**src/rtl/vector_exec_sequencer.sv**
```systemverilog
// vector_exec_sequencer: runs one decoded instruction over its element cycles,
// driving register-file, memory, accumulator and jump strobes; stalls issue until retire.
module vector_exec_sequencer #(
    parameter int NUM_ELEM = 16,
    parameter int ADDR_W   = 16
) (
    input  logic                        clk,
    input  logic                        rst,
    input  logic                        issue_valid,
    output logic                        issue_ready,
    input  logic [3:0]                  functype,
    input  logic [4:0]                  cycleCount,
    input  logic                        v_en,
    input  logic                        s_en,
    input  logic [2:0]                  dstAddr,
    input  logic [2:0]                  addr1,
    input  logic [2:0]                  addr2,
    input  logic [5:0]                  offset,
    input  logic [7:0]                  immediate,
    input  logic [ADDR_W-1:0]           base_data,
    output logic [$clog2(NUM_ELEM)-1:0] elem_idx,
    output logic [2:0]                  rd_addr1,
    output logic [2:0]                  rd_addr2,
    output logic                        vrf_we,
    output logic                        srf_we,
    output logic [2:0]                  wr_addr,
    output logic [7:0]                  imm_out,
    output logic                        imm_hi,
    output logic                        mem_re,
    output logic                        mem_we,
    output logic [ADDR_W-1:0]           mem_addr,
    output logic                        acc_clr,
    output logic                        acc_en,
    output logic                        jump_valid,
    output logic [7:0]                  jump_target,
    output logic                        done
);
    localparam int EW = $clog2(NUM_ELEM);
    localparam logic [3:0] VADD = 4'd0, VDOT = 4'd1, SMUL = 4'd2, SST = 4'd3, VLD = 4'd4,
                           VST = 4'd5, SLL = 4'd6, SLH = 4'd7, J = 4'd8;

    typedef enum logic {IDLE, EXEC} state_t;
    state_t state, state_n;

    logic [3:0]        op;
    logic [4:0]        cnt;
    logic [EW:0]       elem, elem_w;
    logic [2:0]        dst, a1, a2;
    logic [5:0]        off;
    logic [7:0]        imm;
    logic [ADDR_W-1:0] base;
    logic              exec, last, accept, unused_en;

    assign exec        = state == EXEC;
    assign last        = cnt == 5'd0;
    assign issue_ready = !exec;
    assign accept      = issue_valid && issue_ready;
    assign unused_en   = v_en ^ s_en;

    always_comb begin
        state_n = state;
        if (!exec)
            state_n = (accept && functype <= J) ? EXEC : IDLE;
        else
            state_n = last ? IDLE : EXEC;
    end

    always_ff @(posedge clk or posedge rst) begin
        if (rst) begin
            state <= IDLE;
            op    <= '0;
            cnt   <= '0;
            elem  <= '0;
            dst   <= '0;
            a1    <= '0;
            a2    <= '0;
            off   <= '0;
            imm   <= '0;
            base  <= '0;
        end else begin
            state <= state_n;
            if (accept) begin
                op   <= functype;
                cnt  <= cycleCount;
                elem <= '0;
                dst  <= dstAddr;
                a1   <= addr1;
                a2   <= addr2;
                off  <= offset;
                imm  <= immediate;
                base <= base_data;
            end else if (exec && !last) begin
                cnt  <= cnt - 5'd1;
                elem <= elem + (EW+1)'(1);
            end
        end
    end

    // VLD writes lag reads by one cycle, so elem_idx reports the element being written
    assign elem_w      = (op == VLD && elem != '0) ? elem - (EW+1)'(1) : elem;
    assign elem_idx    = exec ? elem_w[EW-1:0] : '0;
    assign rd_addr1    = exec ? a1 : '0;
    assign rd_addr2    = exec ? a2 : '0;
    assign wr_addr     = exec ? dst : '0;
    assign imm_out     = exec ? imm : '0;
    assign jump_target = exec ? imm : '0;
    assign vrf_we      = exec && (op == VADD || op == SMUL || (op == VLD && elem != '0));
    assign srf_we      = exec && ((op == VDOT && last) || op == SLL || op == SLH);
    assign imm_hi      = exec && op == SLH;
    assign mem_re      = exec && op == VLD && !elem[EW];
    assign mem_we      = exec && (op == VST || op == SST);
    assign mem_addr    = exec ? base + ADDR_W'($signed(off)) + ADDR_W'(elem) : '0;
    assign acc_clr     = exec && op == VDOT && elem == '0;
    assign acc_en      = exec && op == VDOT;
    assign jump_valid  = exec && op == J;
    assign done        = exec && last;
endmodule

```
**config.mk**
```make
export PLATFORM = sky130hd
export DESIGN_NAME = vector_exec_sequencer
export DESIGN_NICKNAME = d
export VERILOG_FILES = /design/src/rtl/vector_exec_sequencer.sv
export SDC_FILE = /design/constraint.sdc
export NUM_CORES = 1
export LEC_CHECK = 0
export CORE_ASPECT_RATIO = 1.1
export CORE_MARGIN = 2
export CORE_UTILIZATION = 48
export DETAILED_ROUTE_END_ITERATION = 7
export PLACE_DENSITY_LB_ADDON = 0.12
export SYNTH_ARGS = -nofsm -noshare
export SYNTH_HDL_FRONTEND = slang
export SYNTH_SLANG_ARGS = --single-unit
```
**constraint.sdc**
```tcl
create_clock -name clk -period 4.5 [get_ports clk]
set_input_delay 0.9 -clock clk [delete_from_list [all_inputs] [get_ports clk]]
set_output_delay 0.9 -clock clk [all_outputs]
set_load 0.05 [all_outputs]
```
# Yosys cells after proc, flatten, opt, wreduce, memory -nomap -nowiden
# Cells that the tools add are included.
# word_totals
wordCells	66
in_bits	53
out_inout_bits	55
reg_bits	54
# op_classes
muxes	14
magnitude_cmp	1
add_sub_neg	5
n_eq_ne	8
n_reduce_logical	28
# op_table
op	count
5-bit two-way mux	4
16-bit adder	1
16-bit by 5-bit adder with 16-bit output	1
4-bit by 3-bit == test with 1-bit output (second input constant)	4
16-bit two-way mux	1
1-bit logical AND	15
5-bit logical NOT	2
3-bit two-way mux	3
4-bit by 2-bit == test with 1-bit output (second input constant)	2
4-bit two-way mux	2
8-bit two-way mux	1
5-bit by 1-bit adder with 5-bit output (second input constant)	1
1-bit logical OR	5
5-bit nonzero test	1
5-bit by 1-bit subtractor with 5-bit output (second input constant)	1
4-bit by 1-bit == test with 1-bit output (second input constant)	1
4-bit == test (second input constant)	1
4-bit <= comparator (second input constant)	1
4-bit logical NOT	1
4-bit by 1-bit subtractor with 4-bit output (second input constant)	1
1-bit logical NOT	3
1-bit two-way mux	3
2-bit nonzero test	1

# Depth between registers and ports, before layout
# depth
depth_word	5
depth_mapped	8
depth_no_buf	8

# Worst setup path before layout
# OpenSTA, ideal clock, no wires.
# synth_timing
path_type	register to output
startpoint	reg elem[1]
endpoint	out mem_addr[9]
arrival_time_ns	3.149
path_stages_with_launch	9
required_time_ns	3.600
path_buffers	0
setup_slack_ns	0.451
path_cell_list	dfrtp_1 fa_1 ha_1 fa_1 a21o_1 nand4_1 a21oi_1 o21a_1 nor3_1
# synth_via
elab_chain_len	2
# synth_lines
item	line	rtl
from (decl)	47	logic [EW:0] elem, elem_w;
from (signal assigned)	94	elem <= elem + (EW+1)'(1);
16-bit by 5-bit adder with 16-bit output	112	assign mem_addr = exec ? base + ADDR_W'($signed(off)) + ADDR_W'(elem) : '0;
16-bit two-way mux	112	
to (decl)	31	output logic [ADDR_W-1:0] mem_addr,
# No other way between the ends.

# Final worst setup path
# layout_timing
startpoint	reg elem[1]
endpoint	out mem_addr[5]
# Same word-level chain as after synthesis.

==> metrics <==
Fin. Hold Viols 0; Fmax between 0.2 and 0.25 GHz; Tot GR Track Use around 22%; Filler cells ~620; Slew HR about a quarter; Synth Cell Area around 3500 µm²; Sink Count 54; Area growth, synth to finish 33.2%; hold crit path type reg -> reg; CTS clk-pin slew, worst paths ~0.090 ns; Async S/R FF share, synth 100%; crit-path cells fa_1 -> ha_1 -> fa_1 -> a21o_1 -> a21oi_1 -> xor2_1 -> nor2_1 -> clkdlybuf4s50_1; Synth cell types 43; CP top delay family adder cells; layout cell share with drive strength beyond 1 4.68%; grt ovf 0; Core Rows 32; Buf/Inv on CP 1; clock latency on the worst-skew pair 0.31 ns; vias per inst 5.19; pins over their slew limit 0; router iterations before antenna repair 6; WP data required 3.60 ns; width of the chip around 86 µm; critical-path cell with the highest stage delay clkdlybuf4s50_1; worst slew pin tran approximately 1.1 ns; number of buffers created by CTS 5; most common cell after layout, fill and taps aside nand2_1; Mean Syn Cell Area between 8 and 9 µm²; drt drc 7; Post-Synthesis Cells 422; largest net degree at the start of global routing 55; Final Setup Violations 0; most frequent CP cell fa_1; core area between 7000 and 8000 µm²; Initial Util roughly half; fin crit period about 4.3 ns; Max Clock Skew between 0.001 and 0.0015 ns; critical path endpoint category primary output; diode count 0; CP Launch Type flip-flop; first-pass GRT wire length about 14 mm; Die Y around 94 µm; Die ar. ~8100 µm²; Detailed Route WL a little over 8 mm; setup repair after global routing missed its margin false; detailed-route via count approximately 3100; H-tree Lvls 2; CTS tree done; initial antenna violation count 0; nets@finish 601; most frequent cells in the layout nand2_1, clkdlybuf4s50_1, dfrtp_1, ha_1, and2_1; Avg WL per Cell 13.9 µm; clock root buffer clkbuf_8; io pins approximately 110; CTS Buffer Depth 2; number of global-route vias before repair around 3100; Port Buffers around 110; Final Cycle Share 95.5%; CP max stage delay 0.85 ns; HPWL after detailed placement between 6 and 7 mm; Yosys reg bits 54; register area share after synthesis between 30% and 40%; violated checks design-rule violations; remaining antenna violation count 0; worst setup path class reg -> out; setup tns final 0 ns; syn_nets 510; Synth Warn # 0; Post CTS Setup Buffer Count 0; Post-synth EDFFs 0; status complete, but fails checks; post-layout util 66.3%; Iteration-0 DRC Markers 204; Top FF cell, synth dfrtp_1; max cap viols 0; crit path max fanout 6; arrival time at the worst endpoint 3.40 ns; placer congestion estimate between 0.8 and 0.9
[layer usage]
| metal | vias to the layer above | GRT usage, % | share of wire, % | wire length, µm |
|---|---|---|---|---|
| met3 | 7 | 4.31 | 6.2 | 514 |
| met5 | - | 0 | 0 | 0 |
| met1 | 1448 | 29.0 | 45 | 3710 |
| met4 | 0 | 5.69 | 0.94 | 78 |
| li1 | 1561 | - | - | - |
| met2 | 89 | 37.0 | 48 | 4000 |
[logic make-up (layout without fill, tap and decap cells)]
group                      Yosys count  in the layout  share of synthesized area (%)
muxes                                4              4                           1.13
and+or+nand+nor                    230            230                           28.8
xor gates and xnor gates            17             17                           4.22
DFF                                 54             54                           38.3
buffers and inverters               32            123                           4.40
AOI/OAI and AO/OA                   50             50                           9.47
adders and majority gates           35             35                           13.7
[final cells by class]
class	instances	area, µm²	area share (%)
well taps	85	106	2.26
inverters	7	26.3	0.559
clock buffers	6	82.6	1.76
clock inverters	1	30.0	0.639
repair buffers	109	1070	22.8
flip-flops and latches	54	1350	28.7
multi-input cells	336	2030	43.2
[stage by stage]
stage                     setup WS, ns  cell area, µm²  hold slack, ns  cells
after floorplan                  0.451            3530           0.437    422
after global placement           0.472            4580           0.450    591
after detailed placement         0.398            4580           0.457    591
after CTS                       0.0437            4690           0.479    598
after global routing            0.0283            4700           0.499    598
final                            0.202            4700           0.474    598
[flip-flops by register name, summed over array words and instances (netlist names)]
name / flops
a1: 3
a2: 3
base: 16
cnt: 5
dst: 3
elem: 5
exec: 1
imm: 8
off: 6
op: 4
[tightest hold or removal path, delay by kind of cell, from the launching register on]
family,cells,cell delay (ns)
and+or+nand+nor,2,0.11
DFF,1,0.34
[synthesized netlist by cell type (all sizes together), types with 7 or more instances]
master	count	share of area [%]
dfrtp	54	38
a21o	10	2.2
nand2	152	16
o21ai	12	1.7
nor3	9	1.3
and2	25	4.4
xor2	7	1.7
clkbuf	16	1.7
xnor2	10	2.5
a21oi	10	1.4
nor2	19	2.0
ha	29	10
buf	9	1.9
[what timing repair did]
item	CTS	global route
resized for setup	0	3
hold buffers	0	0
setup endpoints to repair	0	3
[worst paths after layout]
path,from,endpoint,slack [ns],cells past startpoint
max,elem[1],mem_addr[5],0.20,8
min,a2[0],a2[0],0.47,2
max reg2reg,cnt[0],elem[2],2.47,7
min reg2reg,a2[0],a2[0],0.47,2
max in group asynchronous,rst,elem[3],2.60,2
min in group asynchronous,rst,imm[6],1.20,2
Power is left out: the tool's default activity adds up to more than one toggle a clock period on the data nets, which glitch-free logic cannot reach.
